[config.mk]
export PLATFORM = sky130hd
export DESIGN_NAME = console_uart_tx
export DESIGN_NICKNAME = d
export VERILOG_FILES = /design/src/rtl/console_uart_tx_pkg.sv /design/src/rtl/console_uart_tx_fifo.sv /design/src/rtl/console_uart_tx.sv
export SDC_FILE = /design/constraint.sdc
export NUM_CORES = 1
export LEC_CHECK = 0
export ABC_CLOCK_PERIOD_IN_PS = 5200
export CAP_MARGIN = 20
export CORE_ASPECT_RATIO = 1.5
export CORE_MARGIN = 1
export CORE_UTILIZATION = 40
export CTS_BUF_LIST = sky130_fd_sc_hd__clkbuf_4 sky130_fd_sc_hd__clkbuf_8
export CTS_CLUSTER_DIAMETER = 50
export DETAILED_ROUTE_END_ITERATION = 7
export PLACE_DENSITY = 0.55
export SYNTH_ARGS = -nofsm -noshare
export SYNTH_HDL_FRONTEND = slang
export SYNTH_HIERARCHICAL = 1
export SYNTH_SLANG_ARGS = --single-unit
[constraint.sdc]
create_clock -name clk -period 5.2 [get_ports clk]
set_input_delay 0.78 -clock clk [delete_from_list [all_inputs] [get_ports clk]]
set_output_delay 0.78 -clock clk [all_outputs]
set_load 0.005 [all_outputs]
[src/rtl/console_uart_tx_pkg.sv]
// ---------------------------------------------------------------------------
// console_uart_tx_pkg
// Shared constants and helpers for the console UART transmitter slice.
//   XLEN               : width of the core's console write data bus
//   ST_IDLE..ST_STOP   : 2-bit transmitter state encodings
//   uart_byte_t        : one serialised character
//   calc_clks_per_bit  : rounded clock-to-baud divider
// ---------------------------------------------------------------------------
package console_uart_tx_pkg;

    localparam int XLEN = 32;

    localparam logic [1:0] ST_IDLE  = 2'd0;
    localparam logic [1:0] ST_START = 2'd1;
    localparam logic [1:0] ST_DATA  = 2'd2;
    localparam logic [1:0] ST_STOP  = 2'd3;

    typedef logic [7:0] uart_byte_t;

    // Round to the nearest whole number of clocks per bit so the baud error
    // stays within half a clock.
    function automatic int calc_clks_per_bit(input int clkHz, input int baud);
        return (clkHz + baud / 2) / baud;
    endfunction

endpackage

[src/rtl/console_uart_tx_fifo.sv]
// ---------------------------------------------------------------------------
// byte_fifo
// Single-clock synchronous FIFO buffering console bytes ahead of the UART.
//   clk    : system clock
//   reset  : asynchronous, active-low reset (empties the FIFO)
//   push   : write din this edge (ignored while full)
//   pop    : advance the head this edge (ignored while empty)
//   din    : byte to write
//   dout   : current head entry, read straight from the storage registers
//   count  : number of entries held (0..DEPTH)
//   full   : count == DEPTH
//   empty  : count == 0
// ---------------------------------------------------------------------------
module byte_fifo
    import console_uart_tx_pkg::*;
#(
    parameter int DEPTH = 16,
    parameter int WIDTH = 8
) (
    input  logic                     clk,
    input  logic                     reset,
    input  logic                     push,
    input  logic                     pop,
    input  logic [WIDTH-1:0]         din,
    output logic [WIDTH-1:0]         dout,
    output logic [$clog2(DEPTH):0]   count,
    output logic                     full,
    output logic                     empty
);

    localparam int AW = $clog2(DEPTH);

    if ((DEPTH < 2) || ((DEPTH & (DEPTH - 1)) != 0)) begin : gBadDepth
        $error("byte_fifo: DEPTH must be a power of two and at least 2");
    end

    logic [WIDTH-1:0] mem_q [DEPTH];
    logic [AW:0]      wrPtr_q;
    logic [AW:0]      rdPtr_q;
    logic             pushOk;
    logic             popOk;

    // Guarding here keeps the pointers consistent whatever the caller does.
    assign pushOk = push && !full;
    assign popOk  = pop && !empty;

    // Pointers carry one extra bit so full and empty are distinguishable;
    // they simply wrap and the difference is always the occupancy.
    always_ff @(posedge clk or negedge reset) begin
        if (!reset) begin
            wrPtr_q <= '0;
            rdPtr_q <= '0;
        end else begin
            if (pushOk) begin
                wrPtr_q <= wrPtr_q + 1'b1;
            end
            if (popOk) begin
                rdPtr_q <= rdPtr_q + 1'b1;
            end
        end
    end

    // Storage is left unreset; entries are only read after being written.
    always_ff @(posedge clk) begin
        if (pushOk) begin
            mem_q[wrPtr_q[AW-1:0]] <= din;
        end
    end

    assign dout  = mem_q[rdPtr_q[AW-1:0]];
    assign count = wrPtr_q - rdPtr_q;
    assign full  = (count == (AW + 1)'(DEPTH));
    assign empty = (count == '0);

endmodule

[src/rtl/console_uart_tx.sv]
// ---------------------------------------------------------------------------
// console_uart_tx
// Receives bytes from the core's console write port, buffers them and sends
// each one as an 8N1 UART frame (LSB first). The core is never stalled: a
// write while the buffer is full is dropped and flagged in a sticky bit.
//   clk      : system clock
//   reset    : asynchronous, active-low reset
//   we       : console write strobe, one byte per high cycle
//   wdata    : console write data, only [7:0] is transmitted
//   tx       : UART serial line, idles high, driven from a register
//   full     : buffer holds FIFO_DEPTH bytes
//   overflow : sticky, set when a write is dropped, cleared only by reset
//   busy     : buffer non-empty or a frame is on the line
// ---------------------------------------------------------------------------
module console_uart_tx
    import console_uart_tx_pkg::*;
#(
    parameter int CLK_HZ     = 100000000,
    parameter int BAUD       = 115200,
    parameter int FIFO_DEPTH = 16
) (
    input  logic            clk,
    input  logic            reset,
    input  logic            we,
    input  logic [XLEN-1:0] wdata,
    output logic            tx,
    output logic            full,
    output logic            overflow,
    output logic            busy
);

    localparam int CLKS_PER_BIT = calc_clks_per_bit(CLK_HZ, BAUD);
    localparam int CW           = (CLKS_PER_BIT < 2) ? 1 : $clog2(CLKS_PER_BIT);
    localparam int AW           = $clog2(FIFO_DEPTH);
    localparam logic [CW-1:0] LAST_TICK = CW'(CLKS_PER_BIT - 1);

    if (CLKS_PER_BIT < 2) begin : gBadBaud
        $error("console_uart_tx: CLK_HZ/BAUD gives fewer than 2 clocks per bit");
    end

    logic [1:0]      state_q,   state_d;
    logic [CW-1:0]   baudCnt_q, baudCnt_d;
    logic [2:0]      bitIdx_q,  bitIdx_d;
    uart_byte_t      shift_q,   shift_d;
    logic            tx_q,      tx_d;
    logic            overflow_q;

    logic            fifoPop;
    uart_byte_t      fifoDout;
    logic [AW:0]     fifoCount;
    logic            fifoFull;
    logic            fifoEmpty;
    logic            bitEnd;
    logic [XLEN-9:0] unused_wdata_hi;

    assign unused_wdata_hi = wdata[XLEN-1:8];

    // The FIFO itself refuses a push while full, so the strobe goes straight in.
    byte_fifo #(
        .DEPTH (FIFO_DEPTH),
        .WIDTH (8)
    ) u_fifo (
        .clk   (clk),
        .reset (reset),
        .push  (we),
        .pop   (fifoPop),
        .din   (wdata[7:0]),
        .dout  (fifoDout),
        .count (fifoCount),
        .full  (fifoFull),
        .empty (fifoEmpty)
    );

    assign bitEnd = (baudCnt_q == LAST_TICK);

    // Frame sequencer. tx_d always holds the level for the next bit period,
    // so tx changes on exactly the edge a bit boundary is crossed.
    always_comb begin
        state_d   = state_q;
        baudCnt_d = baudCnt_q;
        bitIdx_d  = bitIdx_q;
        shift_d   = shift_q;
        tx_d      = tx_q;
        fifoPop   = 1'b0;

        case (state_q)
            ST_IDLE: begin
                tx_d      = 1'b1;
                baudCnt_d = '0;
                if (!fifoEmpty) begin
                    fifoPop = 1'b1;
                    shift_d = fifoDout;
                    tx_d    = 1'b0;
                    state_d = ST_START;
                end
            end
            ST_START: begin
                if (bitEnd) begin
                    baudCnt_d = '0;
                    bitIdx_d  = '0;
                    tx_d      = shift_q[0];
                    state_d   = ST_DATA;
                end else begin
                    baudCnt_d = baudCnt_q + 1'b1;
                end
            end
            ST_DATA: begin
                if (bitEnd) begin
                    baudCnt_d = '0;
                    if (bitIdx_q == 3'd7) begin
                        tx_d    = 1'b1;
                        state_d = ST_STOP;
                    end else begin
                        shift_d  = shift_q >> 1;
                        tx_d     = shift_q[1];
                        bitIdx_d = bitIdx_q + 1'b1;
                    end
                end else begin
                    baudCnt_d = baudCnt_q + 1'b1;
                end
            end
            ST_STOP: begin
                if (bitEnd) begin
                    baudCnt_d = '0;
                    // Chain straight into the next start bit when more is queued.
                    if (!fifoEmpty) begin
                        fifoPop = 1'b1;
                        shift_d = fifoDout;
                        tx_d    = 1'b0;
                        state_d = ST_START;
                    end else begin
                        tx_d    = 1'b1;
                        state_d = ST_IDLE;
                    end
                end else begin
                    baudCnt_d = baudCnt_q + 1'b1;
                end
            end
            default: begin
                tx_d      = 1'b1;
                baudCnt_d = '0;
                state_d   = ST_IDLE;
            end
        endcase
    end

    always_ff @(posedge clk or negedge reset) begin
        if (!reset) begin
            state_q   <= ST_IDLE;
            baudCnt_q <= '0;
            bitIdx_q  <= '0;
            shift_q   <= '0;
            tx_q      <= 1'b1;
        end else begin
            state_q   <= state_d;
            baudCnt_q <= baudCnt_d;
            bitIdx_q  <= bitIdx_d;
            shift_q   <= shift_d;
            tx_q      <= tx_d;
        end
    end

    // A dropped write is judged on the full flag before this edge, so a pop
    // on the same edge does not rescue it.
    always_ff @(posedge clk or negedge reset) begin
        if (!reset) begin
            overflow_q <= 1'b0;
        end else if (we && fifoFull) begin
            overflow_q <= 1'b1;
        end
    end

    assign tx       = tx_q;
    assign full     = fifoFull;
    assign overflow = overflow_q;
    assign busy     = (state_q != ST_IDLE) || (fifoCount != '0);

endmodule

# --- Word level (Yosys, flattened, before mapping) ---
# Memory sizes are Yosys's and may differ from the RTL's.
# Cells that the tools add are included.
# Widths: inputs -> output; s select.
totals:
  regBits: 35
  mem_bits_rw: 128
  in_bits: 35
  n_memories: 1
memory_table:
  columns: ["name", "depth", "word_bits", "rd", "rd_clocked_by_memory_dff", "write_ports", "line", "text"]
  rows:
  - ["u_fifo.mem_q", 16, 8, 1, 0, 1, "console_uart_tx_fifo.sv:37", "logic [WIDTH-1:0] mem_q [DEPTH];"]
op_classes:
  add_sub_neg: 5
  eq_ne: 12
  muxes: 29
  n_reduce_logical: 17
op_table:
  columns: ["operator", "n"]
  rows:
  - ["$mux 8", 4]
  - ["$pmux 8 s3", 1]
  - ["$pmux 10 s2", 1]
  - ["$ne 2x2->1 const B", 6]
  - ["$add 10x1->10 const B", 1]
  - ["$add 5x1->5 const B", 2]
  - ["$eq 10x10->1 const B", 1]
  - ["$mux 1", 10]
  - ["$mux 10", 1]
  - ["$mux 2", 5]
  - ["$mux 3", 3]
  - ["$pmux 2 s4", 1]
  - ["$reduce_and 4->1", 2]
  - ["$pmux 3 s2", 1]
  - ["$eq 5x5->1 const B", 1]
  - ["$logic_not 5->1", 1]
  - ["$reduce_and 5->1", 1]
  - ["$reduce_bool 5->1", 1]
  - ["$sub 5x5->5", 1]
  - ["$eq 2x2->1 const B", 2]
  - ["$pmux 1 s4", 1]
  - ["$reduce_bool 2->1", 2]
  - ["$add 3x1->3 const B", 1]
  - ["$eq 3x3->1 const B", 1]
  - ["other kinds (9)", 12]

# --- Longest topological paths before layout ---
# Gate-level depths: netlist of the first run.
logic_depth:
  depth_word: 6
  depth_mapped: 13

# --- Hierarchy ---
# Netlist of the first run, hierarchy kept.
modules_own_cells:
  columns: ["mod", "n_inst", "cells_per_inst", "area_each_um2", "seq_area_each_um2"]
  rows:
  - ["byte_fifo", 1, 308, 5721.7, 4093.9]
  - ["console_uart_tx", 1, 123, 1370.1, 626.9]

# --- Least setup slack after synthesis of the first run ---
# OpenSTA, ideal clock, no wires.
synth_path:
  path_type: "flip-flop to flip-flop"
  start: "register u_fifo.rdPtr_q[2]"
  end: "memory u_fifo.mem_q[3][0] (enable)"
  setup_ns: 0.383
  t_arrival_ns: 2.690
  slack_ns: 2.127
  stages_incl_launch_ff: 10
  cell_sequence: "dfrtp_1 -> buf_2 -> buf_2 -> clkinv_1 -> ha_1 -> xnor2_2 -> and4bb_1 -> nor2_1 -> o211ai_1 -> nor3_1"
synth_via:
  elab_chain_len: 6
synth_lines:
  columns: ["item", "line", "text"]
  rows:
  - ["start, declared", "console_uart_tx_fifo.sv:39", "logic [AW:0] rdPtr_q;"]
  - ["start signal, assigned", "console_uart_tx_fifo.sv:58", "rdPtr_q <= rdPtr_q + 1'b1;"]
  - ["$sub 5x5->5", "console_uart_tx_fifo.sv:71", "assign count = wrPtr_q - rdPtr_q;"]
  - ["via fifoCount[2]", "console_uart_tx.sv:50", "logic [AW:0] fifoCount;"]
  - ["$eq 5x5->1", "console_uart_tx_fifo.sv:72", "assign full = (count == (AW + 1)'(DEPTH));"]
  - ["$logic_not 1->1", "console_uart_tx_fifo.sv:44", "assign pushOk = push && !full;"]
  - ["$logic_and 1x1->1", "console_uart_tx_fifo.sv:44", null]
  - ["$mux 1", "console_uart_tx_fifo.sv:65", "if (pushOk) begin"]
  - ["$mux 1 (not written as such)", "console_uart_tx_fifo.sv:66", "mem_q[wrPtr_q[AW-1:0]] <= din;"]
  - ["end, declared", "console_uart_tx_fifo.sv:37", null]
# The timed path passes the listed nets, and every way through them passes these cells.

# --- Worst setup path after layout of the first run ---
layout_path:
  start: "register u_fifo.rdPtr_q[2]"
  end: "output busy"
layout_via:
  elab_chain_len: 3
layout_lines:
  columns: ["item", "line", "text"]
  rows:
  - ["$sub 5x5->5", "console_uart_tx_fifo.sv:71", null]
  - ["via fifoCount[3]", "console_uart_tx.sv:50", null]
  - ["$reduce_bool 5->1", "console_uart_tx.sv:176", "assign busy = (state_q != ST_IDLE) || (fifoCount != '0);"]
  - ["$logic_or 1x1->1", "console_uart_tx.sv:176", null]
  - ["end, declared", "console_uart_tx.sv:29", "output logic busy"]
# The timed path passes the listed nets, and every way through them passes these cells.

==> summary.txt, run 1 <==
Run status
  • Status: finished clean

Logic synthesis
  • Sequential element share of the synthesized area: 66.6%
  • Mapped Cells: 431
  • Synth Net Count: 484
  • Synth Flop Type: edfxtp_1
  • Post-synth EDFFs: 128
  • Asr flop ratio synth: a little over a fifth
  • Yosys warning count: 6
  • Distinct cells, synth: 54
  • Synthesized area: 0.00709 mm^2
  • #FFs+latches synth: 163
  • Synth Area per Inst: 16.5 um^2

Detailed routing
  • Drt first pass iters: 5
  • Total number of vias: 3727
  • WL per Instance: around 20 um
  • WL final: 13700 um
  • Vias per cell: 5.48
  • DRC violations left: 0
  • Post-DRT Antenna Nets: 0
  • DRT iter0 DRCs: 209

Placed design
  • Routability-driven placement congestion ratio: about 0.71
  • IO Port Bufs: 14
  • DP Worst Slack: 1.25 ns
  • Hpwl dp: just over 9000 um

Finish
  • Share of cells above drive strength 1: 23.6%
  • # diodes: 0
  • Fillcell total: around 1500
  • Final net count: around 510
  • Area delta synth->final: 10.2%

Timing
  • Max-slew headroom: 34.0%
  • Final period utilization: 83.3%
  • Worst-margin pin slew: 0.988 ns
  • Final Setup Violations: 0
  • Worst Skew: approximately 0.012 ns
  • Max Clk Rate: 0.231 GHz
  • Setup TNS: 0 ns
  • RSZ-0062 raised after global routing: false
  • Final hold vios: 0
  • Worst setup margin: 0.868 ns
  • Final Critical Period: 4.33 ns
  • Slew Limit Fails: 0

Critical path
  • Crit-path max FO: 28
  • Crit path launch type: flop
  • Crit path capture type: primary output
  • Req. time, crit path: around 4.4 ns
  • Crit Path Category: flop to primary output
  • Worst r2r path cells: 8
  • WP data arrival: around 3.6 ns

Clocking
  • Hold-fix buffers at CTS: 0
  • Clk_lat worst skew: 0.45 ns
  • Post-CTS Setup Inserts: 0
  • Max Buffers Root-to-Sink: 2
  • H-tree depth: 4
  • CTS tree: yes
  • Reg clk slew, reported paths: 0.09 ns
  • Clk sink count: around 160
  • Cts bufs inserted: 17
  • Post-CTS resize count: 0
  • Root Buffer: clkbuf_8

Job
  • Max Cap Violations: 0

Pwr
  • Pwr dens: 554 mW/mm^2
  • Leak: 2.78 nW
  • Peak supply drop: 0.231 mV

Die
  • Initial Util: 40.9%
  • Die H: roughly 170 um
  • Floorplan core area: 0.0173 mm^2
  • IO Pins: 39
  • Die width: 111 um
  • Row count: 59
  • Die ar.: 0.0183 mm^2

Min path
  • Hold crit path type: primary input to async pin

GRT
  • Largest net degree at the start of global routing: 36
  • Vias in the first global route: 3929
  • Initial antenna violation count: 0
  • First-pass GRT wire length: approximately 22000 um
  • GR Overflow Total: 0
  • GRT Overall Usage: 16.1%
## area by class of cell
class / instances / area [um^2] / share of cell area, %
multi-input combinational: 239 / 2230 / 28.5
clock inverter: 15 / 136 / 1.75
tap: 213 / 267 / 3.41
clock buffer: 17 / 234 / 2.99
inverter: 14 / 52.6 / 0.673
timing repair buffer: 19 / 173 / 2.21
sequential: 163 / 4720 / 60.4
## where the power goes
part	switching [mW]	total (mW)	internal (mW)	leakage, nW
Clock	0.514	0.869	0.355	0.191
Sequential	0.121	1.75	1.63	1.59
Combinational	0.935	1.71	0.773	0.995
## Yosys cell counts (all sizes together), types with 8 or more instances
| master | instances | share of area [%] |
|---|---|---|
| mux4 | 32 | 10 |
| nand2 | 36 | 1.9 |
| mux2 | 19 | 3.0 |
| xor2 | 8 | 1.2 |
| a31oi | 9 | 0.79 |
| ha | 17 | 3.0 |
| dfrtp | 34 | 12 |
| xnor2 | 12 | 1.6 |
| edfxtp | 128 | 54 |
| buf | 12 | 1.1 |
| inv | 11 | 0.58 |
| nor2 | 22 | 1.2 |
| and3 | 22 | 2.0 |
## metrics by stage
| stage | power, mW | hold slack [ns] | cells | instance area [um^2] | utilization, % |
|---|---|---|---|---|---|
| global placement | 3.47 | 0.460 | 647 | 7430 | 42.9 |
| finish | 4.33 | 0.430 | 680 | 7810 | 45.0 |
| detailed placement | 3.51 | 0.469 | 648 | 7440 | 42.9 |
| global route | 4.62 | 0.475 | 680 | 7810 | 45.0 |
| floorplan | 3.08 | 0.451 | 431 | 7090 | - |
| CTS | 4.40 | 0.434 | 680 | 7810 | 45.0 |
## cells in the final DEF, fill, tap and decap left out, types with 3 or more instances in the layout
cell,synthesis,final
nor2_1,22,22
nand3b_1,3,3
nor3_1,4,4
a21oi_1,6,6
nand2_1,36,36
clkinv_1,3,4
o21ai_2,3,3
buf_4,3,5
clkdlybuf4s50_1,0,13
nor2b_1,4,4
ha_1,17,17
mux4_2,32,32
a31oi_1,9,9
nand4_1,4,4
clkbuf_8,0,17
xor2_1,6,6
inv_1,10,10
nand3_1,6,6
nor4_1,3,3
dfrtp_1,34,33
inv_8,0,6
and3_1,18,18
xnor2_1,11,11
mux2_2,19,19
and3_2,4,4
inv_6,0,5
edfxtp_1,128,128
## critical path, cell delays in order (launching register included)
cell and delay [ns]:
dfrtp_1 0.33, buf_4 0.36, clkinv_1 0.38, ha_1 0.47
a21oi_1 0.26, nand2_1 0.10, xor2_1 0.14, nor4_1 0.37
nand3b_1 0.20, clkdlybuf4s50_1 0.49
## sequential cells by signal, summed over array words and instances, names as in the netlist
signal,count
u_fifo/mem_q,128
baudCnt_q,10
shift_q,8
u_fifo/rdPtr_q,5
u_fifo/wrPtr_q,5
bitIdx_q,3
state_q,2
overflow,1
tx,1
## worst paths after layout
| path | start | endpoint | slack [ns] |
|---|---|---|---|
| worst max register to register | u_fifo/rdPtr_q[2] | u_fifo/mem_q[7][7] | 1.49 |
| worst max-delay path | u_fifo/rdPtr_q[2] | busy | 0.87 |
| max in group asynchronous | reset | u_fifo/rdPtr_q[0] | 4.20 |
| worst min-delay path | reset | u_fifo/rdPtr_q[1] | 0.43 |
| worst min register to register | overflow | overflow | 0.49 |
| min in group clk | overflow | overflow | 0.49 |
## logic make-up (layout without fill, tap and decap cells)
family	Yosys count	after routing	share of synthesized area, %
fa+ha+maj	18	18	3.28
flops	163	163	66.6
simple gates	114	114	8.42
xor+xnor	20	20	2.79
mux	51	51	13.2
buf+inv	29	65	2.01
compound gates	36	36	3.76
## layer usage
layer	up-vias	track usage, %	share of wire [%]
met1	1951	18.4	40
met3	16	3.69	2.7
met2	58	29.5	56
li1	1702	-	-
met4	0	5.94	1.3
met5	-	0	0
No activity file was read; power rests on OpenSTA's default activity.
==> inputs of run 2 (changes only) <==
--- a/config.mk
+++ b/config.mk
@@ -5,7 +5,7 @@
 export SDC_FILE = /design/constraint.sdc
 export NUM_CORES = 1
 export LEC_CHECK = 0
-export ABC_CLOCK_PERIOD_IN_PS = 5200
+export ABC_CLOCK_PERIOD_IN_PS = 4350
 export CAP_MARGIN = 20
 export CORE_ASPECT_RATIO = 1.5
 export CORE_MARGIN = 1
==> constraint.sdc (replaced) <==
create_clock -name clk -period 4.35 [get_ports clk]
set_input_delay 0.6525 -clock clk [delete_from_list [all_inputs] [get_ports clk]]
set_output_delay 0.6525 -clock clk [all_outputs]
set_load 0.005 [all_outputs]
==> run 2 against run 1 <==
Sequential share of layout area down 0.40 points. Global-route usage up 0.44 points. Critical endpoint is now full. Final cell count up 0.15%. Largest power group unchanged.
==> summary.txt, run 2 (same netlist as run 1, synthesis figures left out) <==
Run status
  • Status: finished clean

Clocking
  • Root Buffer: clkbuf_8
  • H-tree depth: 4
  • CTS tree: yes
  • Post-CTS Setup Inserts: 0
  • Reg clk slew, reported paths: 0.09 ns
  • Hold-fix buffers at CTS: 0
  • Post-CTS resize count: 0
  • Cts bufs inserted: 17
  • Max Buffers Root-to-Sink: 2
  • Clk_lat worst skew: 0.46 ns
  • Clk sink count: 163

Critical path
  • Crit Path Category: flop to primary output
  • Worst R2R End: u_fifo/rdPtr_q[4]
  • Cell mode on critical path: nor2_1
  • Crit path capture type: primary output
  • Critical path, cell by cell: clkinv_1 -> ha_1 -> nand3b_1 -> and4bb_1 -> nor2_1 -> nor2_1 -> clkdlybuf4s50_1
  • Worst path max stage delay: around 0.55 ns
  • Crit path max-delay cell type: dfrtp_1
  • Crit-path max FO: 10
  • Req. time, crit path: between 3 and 4 ns
  • Buf/Inv on CP: 2
  • Worst r2r path cells: 10
  • Worst path top cell family by delay: buffers and inverters
  • WP data arrival: 3.24 ns
  • Reg2Reg Setup Slack: about 0.93 ns
  • Worst path depth: 7
  • Crit path launch type: flop
  • FF-to-FF Start: u_fifo/rdPtr_q[3]

Placed design
  • Routability-driven placement congestion ratio: between 0.7 and 0.8
  • IO Port Bufs: 14
  • Placed insts: about 650
  • Hpwl dp: 9470 um

GRT
  • Largest net degree at the start of global routing: 36
  • GR Overflow Total: 0
  • First-pass GRT wire length: 22100 um
  • Initial antenna violation count: 0
  • GRT Overall Usage: 16.6%
  • Vias in the first global route: 3905

Finish
  • Max reg flops: 128
  • Final net count: 508
  • Share of cells above drive strength 1: 23.9%
  • # diodes: 0
  • Commonest non-fill, non-tap cell in the layout: edfxtp_1
  • Area delta synth->final: 10.9%
  • Final Core Density: between 40% and 50%
  • Most frequent cells in the layout: edfxtp_1 (128), nand2_1 (36), dfrtp_1 (33)
  • Post-route insts no fill: 681

Pwr
  • Total chip power: 5.27 mW
  • Peak supply drop: ~0.31 mV
  • Pwr dens: 671 mW/mm^2
  • Leak: 2.81 nW

Detailed routing
  • Post-DRT Antenna Nets: 0
  • Total number of vias: 3689
  • Drt first pass iters: 4
  • WL per Instance: approximately 20 um
  • DRT iter0 DRCs: 181
  • WL final: 13900 um
  • Vias per cell: 5.42
  • DRC violations left: 0

Timing
  • Worst-margin pin slew: 0.835 ns
  • Setup TNS: 0 ns
  • Final Critical Period: 3.89 ns
  • Final Setup Violations: 0
  • Worst Skew: 0.0124 ns
  • RSZ-0062 raised after global routing: false
  • Max Clk Rate: 0.257 GHz
  • Final period utilization: 89.5%
  • Hold Worst Slack: 0.290 ns
  • Final hold vios: 0
  • Max-slew headroom: about 44%
  • Slew Limit Fails: 0

Min path
  • Hold crit path type: primary input to async pin

Job
  • Max Cap Violations: 0

Die
  • Die width: 111 um
  • Initial Util: just over 40%
  • Floorplan core area: 0.0173 mm^2
  • IO Pins: 39
  • Row count: 59
  • Die ar.: 0.0183 mm^2
  • Die H: 165 um
run 2: cell types whose count changed in the layout (fill, tap and decap cells not counted), sizes merged:
cell / previous run / this run
clkinvlp: 1 / 0
inv: 22 / 21
clkinv: 6 / 7
buf: 6 / 7
bufinv: 0 / 1
run 2: where the power goes:
part / internal [mW] / switching [mW]
Sequential: 1.94 / 0.145
Clock: 0.493 / 0.639
Combinational: 0.924 / 1.13
run 2: how the worst max path moves through the flow:
stage | startpoint | slack (ns) | to
after global placement | u_fifo/rdPtr_q[3] | 0.88 | full
after detailed placement | u_fifo/rdPtr_q[3] | 0.90 | busy
after global routing | u_fifo/rdPtr_q[3] | 0.22 | full
final | u_fifo/rdPtr_q[3] | 0.46 | full
after CTS | u_fifo/rdPtr_q[3] | 0.37 | full
after floorplan | u_fifo/rdPtr_q[2] | 1.28 | u_fifo/mem_q[3][0]
run 2: layer usage:
metal / part of all wire, % / global-route usage, %
met3: 2.5 / 3.36
met4: 1.2 / 5.88
met1: 41 / 18.8
met5: 0 / 0
met2: 55 / 30.9
run 2: worst register-to-register path: stages, from the launching register on:
cell	delay, ns
dfrtp_1	0.55
clkinv_1	0.40
ha_1	0.49
nand3b_1	0.13
and4bb_1	0.23
nor2_1	0.35
nor2_1	0.19
nor3_1	0.49
nand4_1	0.17
a21oi_1	0.18
xor2_1	0.17
run 2: metrics by stage:
step	setup slack, ns	area [um^2]
6_report	0.456	7870
5_1_grt	0.220	7870
4_1_cts	0.366	7870
3_5_place_dp	0.905	7450
3_3_place_gp	0.878	7450
2_1_floorplan	1.28	7090
run 2: layout make-up:
cell class / count / area [um^2]
multi-input cells: 239 / 2230
fillers: 1511 / 9480
repair buffers: 20 / 180
well taps: 213 / 267
clock buffers: 17 / 234
clock inverters: 15 / 181
inverters: 14 / 52.6
flip-flops and latches: 163 / 4720
==> patch 1 (flow settings as in run 2) <==
Set the parameter `FIFO_DEPTH` to 8 (it was 16).
--- a/src/rtl/console_uart_tx.sv
+++ b/src/rtl/console_uart_tx.sv
@@ -17,7 +17,7 @@
 #(
     parameter int CLK_HZ     = 100000000,
     parameter int BAUD       = 115200,
-    parameter int FIFO_DEPTH = 16
+    parameter int FIFO_DEPTH = 8
 ) (
     input  logic            clk,
     input  logic            reset,
Formal check against the unedited RTL: not equivalent (Yosys sat finds a counterexample within 10 cycles, from zero or initial values and one cycle with reset low).
==> patch 1 against run 2 <==
First-iteration DRC count shrank 64%; core utilization grew 1.3 points; sequential cell count down 66; via count decreased by 34%; routed wire length fell by 42%; worst setup slack better by 490 ps; register-to-register slack better by 340 ps; maximum frequency rose by 15%; clock power decreased by 50%; power fell by 37%; area after synthesis decreased by 38%; combinational power down 31%; final area fell by 37%; critical path type unchanged; largest power group is now combinational cells.
==> patch 1: results <==
[status]
status = "finished clean"

[placed_design]
gp_congestion = 0.7379
hpwl_microns = 5346
dp_cells = 461
port_buffers = 14

[grt]
met1_usage = 0.1700
grt_pass1_wl_microns = 12740
grt_pass1_vias = 2487
grt_usage = 0.1578
grt_max_degree = 34
grt_use_met2 = 0.2978
use_met3 = 0.02720

[clock_tree]
cts.path.max_buffers = 2
cts.htree.levels = 3
path_clk_slew_ps = 90
clkLatencyLatePin_ps = 370
numCtsBuffers = 9
post_cts_buffers = 0

[logic_synthesis]
synth_edf_count = 64
synth_cell_types = 50
netlist_top_cells_area = "edfxtp_1 (44%), dfrtp_1 (18%), mux4_2 (8.2%), mux2_2 (4.6%), ha_1 (3.7%)"
synth_common_cells = "edfxtp_1 (64), nand2_1 (33), dfrtp_1 (32)"
yosysWarnings = 6
async_flop_share = 0.3402
ys_seq_area_frac = 0.6277
avgSynthCellArea_sq_um = 14.60
syn_nets = 349

[timing]
fin_tns_setup_ps = 0
finalMaxSlewViolations = 0
fin_worst_skew_ps = 10.67
relSlewSlack = 0.5767

[power]
p_leak_nw = 1.852
ir_drop_uv = 297.6

[drt]
first_pass_iters = 4
viasPerCell = 5.099
wl_per_cell_microns = 16.81
first_iter_violations = 66

[worst_setup_path]
arrival_ps = 2750
cp_max_fo = 8
critPathTopFamily = "buffers and inverters"
slowest_stage = "clkdlybuf4s50_1"
critPathMaxStageDelay_ps = 500

[finish]
largest_reg_flops = 64
final_cells = 477
nets = 377
layout-drive-gt1-share = 0.2342
n_antenna_cell = 0

[min_path]
hold_path.class = "flip-flop to flip-flop"
[patch 1: cell count changes in the layout (fill, tap and decap cells not counted), sizes merged, moves of 4 or more]
cell and change:
a22o -4, nor3 +4, edfxtp -64, ha -4, xor2 -5, buf +6, mux4 -16, clkinv -5
a31oi -8, and3 -17, clkbuf -8, inv -5
[patch 1: worst paths after layout]
check / slack (ps) / endpoint / startpoint / depth (start not counted)
hold / removal: 460 / overflow / overflow / 1
min in group asynchronous: 680 / baudCnt_q[1] / reset / 2
max in group asynchronous: 3310 / tx / reset / 2
setup reg to reg: 1270 / shift_q[4] / u_fifo/wrPtr_q[0] / 9
hold reg to reg: 460 / overflow / overflow / 1
setup / recovery: 950 / full / u_fifo/wrPtr_q[0] / 8
[patch 1: per-stage QoR]
step / instance area, sq um / worst slack [ps] / hold WS (ps) / util
6_report: 4938 / 948.8 / 463.3 / 0.4663
3_3_place_gp: 4745 / 1293 / 435.7 / 0.4480
5_1_grt: 4938 / 742.7 / 494.5 / 0.4663
2_1_floorplan: 4379 / 1527 / 356.9 / -
3_5_place_dp: 4745 / 1262 / 448.5 / 0.4480
4_1_cts: 4938 / 911.9 / 470.2 / 0.4663
[patch 1: worst register-to-register path, cell delays in order, from the launching register on]
cell and delay [ps]:
dfrtp_1 490, inv_1 100, ha_1 220, inv_1 70, fa_1 430, or3_2 550, nor2_1 330, o21ai_0 160
o21ai_2 230, mux2_2 390
[patch 1: routing by layer]
metal  part of all wire  wire [microns]  up-vias
met5                  0               0        -
met4              0.017             137        0
met3              0.019             152       11
met2               0.56            4501       31
met1               0.40            3228     1225
li1                   -               -     1165
[patch 1: logic make-up (layout without fill, tap and decap cells)]
family | count (synthesis) | in the layout | synth area share
and+or+nand+nor | 93 | 93 | 0.1057
DFF | 97 | 97 | 0.6277
xor gates and xnor gates | 16 | 16 | 0.03200
AOI/OAI and AO/OA | 23 | 23 | 0.03943
muxes | 35 | 35 | 0.1311
buffers and inverters | 22 | 55 | 0.02228
adders and majority gates | 14 | 14 | 0.04172
[patch 1: power breakdown]
part	internal [mW]	leakage [nW]	switching (mW)
combinational	0.672	0.763	0.739
sequential	1.21	0.993	0.116
clock	0.225	0.0959	0.345
total	2.11	1.85	1.20
[patch 1: cell type report]
cell class	instances	area, sq um
flip-flops and latches	97	2749
inverters	12	45.04
multi-input cells	181	1533
clock inverters	7	70.07
clock buffers	9	123.9
repair buffers	27	237.7
fillers	964	5652
well taps	144	180.2
==> patch 2 (config.mk and constraints of run 2) <==
Without the edit above. Register the output `tx` once more; this adds one clock of latency there. The other outputs are not delayed to match.
--- a/src/rtl/console_uart_tx.sv
+++ b/src/rtl/console_uart_tx.sv
@@ -170,7 +170,9 @@
         end
     end
 
-    assign tx       = tx_q;
+    always_ff @(posedge clk) begin
+        tx <= tx_q;
+    end
     assign full     = fifoFull;
     assign overflow = overflow_q;
     assign busy     = (state_q != ST_IDLE) || (fifoCount != '0);
Behaviour: not the same (Yosys sat finds a counterexample within 4 cycles, from zero or initial values and one cycle with reset low).
==> patch 2 against run 2 <==
The flow now finishes with violations (DRC); final area rose by 0.76%; worst setup slack got worse by 140 ps; synthesized cell count rose by 1.6%; area after synthesis rose by 1.5%; combinational power rose by 5%; power rose by 0.57%; sequential cell count rose by 1; register-to-register slack improved by 80 ps; die area rose by 1.5%; maximum frequency fell by 3.5%; routed wire length rose by 2.9%.
==> patch 2: results <==
[drt]
first_iter_violations = 277
wl_per_cell_microns = 20.77
first_pass_iters = 6
drc = 1
viasPerCell = 5.395

[status]
violations = "DRC"
status = "complete, but fails checks"

[timing]
hold_viol = 0
tightest_slew_ps = 825.9
fmax_mhz = 247.9
fin_worst_skew_ps = 16.13

[placed_design]
gp_congestion = 0.7672
hpwl_microns = 9482
port_buffers = 14
pre_cts_slack_ps = 792.2
dpl_cell_area_sq_um = 7555

[grt]
grt_max_degree = 36
antenna_found_initial = 0
grt_pass1_vias = 4078
grt_pass1_wl_microns = 23110
grt_usage = 0.1704

[logic_synthesis]
yosysWarnings = 6
ys_seq_area_frac = 0.6585
synth_edf_count = 128
async_flop_share = 0.2134
synth_cell_types = 54
syn_nets = 491
synth_common_cells = "edfxtp_1 (128), nand2_1 (36), dfrtp_1 (34)"
netlist_top_cells_area = "edfxtp_1 (53%), dfrtp_1 (12%), mux4_2 (10%), ha_1 (3.0%), nand2_1 (1.9%)"

[finish]
fill_cells = 1545
n_antenna_cell = 0
nets = 516
largest_reg_flops = 128
layout-drive-gt1-share = 0.2332

[worst_setup_path]
r2r_setup_slack_ps = 1010
cp-endpoint = "busy"
arrival_ps = 3380
regToRegStartpoint = "u_fifo/wrPtr_q[0]"
path_class = "flip-flop to primary output"
r2r_cells = 11
reg2reg_to = "u_fifo/rdPtr_q[4]"
cp_max_fo = 7

[power]
p_int_mw = 3.380
p_leak_nw = 2.863
ir_drop_uv = 216.5

[clock_tree]
cts.htree.levels = 4
cts.path.max_buffers = 2
path_clk_slew_ps = 100
cts_resized = 0
numCtsBuffers = 17
post_cts_buffers = 0
clkLatencyLatePin_ps = 460
clockRootBuffer = "clkbuf_8"

[min_path]
hold_path.class = "input pin to async pin"
-- patch 2: changes by cell type after synthesis, moves of 2 or more --
cell      delta
nand3_1      +5
inv_1        +3
a22o_1       -2
a22o_2       -2
mux2_2       -8
o21ai_2      -2
and2b_1      +2
o211ai_1     +3
mux2_4       +8
-- patch 2: logic make-up (layout without fill, tap and decap cells) --
family,count (synthesis),in the layout,share of synthesized area
AO/OA/AOI/OAI,32,32,0.03285
XOR/XNOR,20,20,0.02746
adder cells (fa/ha/maj),18,18,0.03232
buffers and inverters,32,70,0.02277
flip-flops,164,164,0.6585
multiplexers,51,51,0.1340
AND/OR/NAND/NOR,121,121,0.09211
-- patch 2: final cells by class --
type	instances	area [sq um]	area share
Clock buffer	18	241.5	0.03047
Clock inverter	14	128.9	0.01626
Inverter	17	63.81	0.008052
Multi-Input combinational cell	242	2295	0.2895
Sequential cell	164	4742	0.5984
Tap cell	213	266.5	0.03363
Timing Repair Buffer	21	187.7	0.02368
-- patch 2: power groups by stage --
stage	sequential, mW	clock (mW)	combinational [mW]
floorplan	2.09	0	1.71
global placement	2.14	0	2.15
detailed placement	2.15	0	2.18
CTS	2.12	1.08	2.18
global route	2.15	1.14	2.37
finish	2.11	1.05	2.15
-- patch 2: how the worst min path moves through the flow --
| stage | startpoint | end | slack [ps] | cells after the start |
|---|---|---|---|---|
| 6_report | reset | state_q[0] | 280 | 1 |
| 3_3_place_gp | tx_q | tx | 400 | 0 |
| 3_5_place_dp | tx_q | tx | 400 | 0 |
| 2_1_floorplan | reset | baudCnt_q[0] | 360 | 0 |
| 5_1_grt | reset | baudCnt_q[5] | 320 | 1 |
| 4_1_cts | reset | state_q[0] | 290 | 1 |
-- patch 2: through the flow --
stage                     instances  total power, mW    util
after floorplan                 438            3.794       -
final                           689            5.305  0.4530
after CTS                       689            5.382  0.4530
after detailed placement        657            4.327  0.4318
after global routing            689            5.661  0.4530
after global placement          657            4.287  0.4318
-- patch 2: metal layers --
metal	GRT usage	wire [microns]	vias up
met3	0.04051	450	16
met2	0.3038	7841	51
li1	-	-	1718
met1	0.1989	5803	1932
met4	0.06052	213	0
met5	0	0	-
-- patch 2: critical path, stage by stage (launching register included) --
cell and delay (ps):
dfrtp_1 400, inv_1 120, ha_1 250, fa_1 420, nand2b_1 180, a21oi_2 160, xor2_2 290, inv_2 150
nor4_1 270, nand3b_1 180, clkdlybuf4s50_1 490
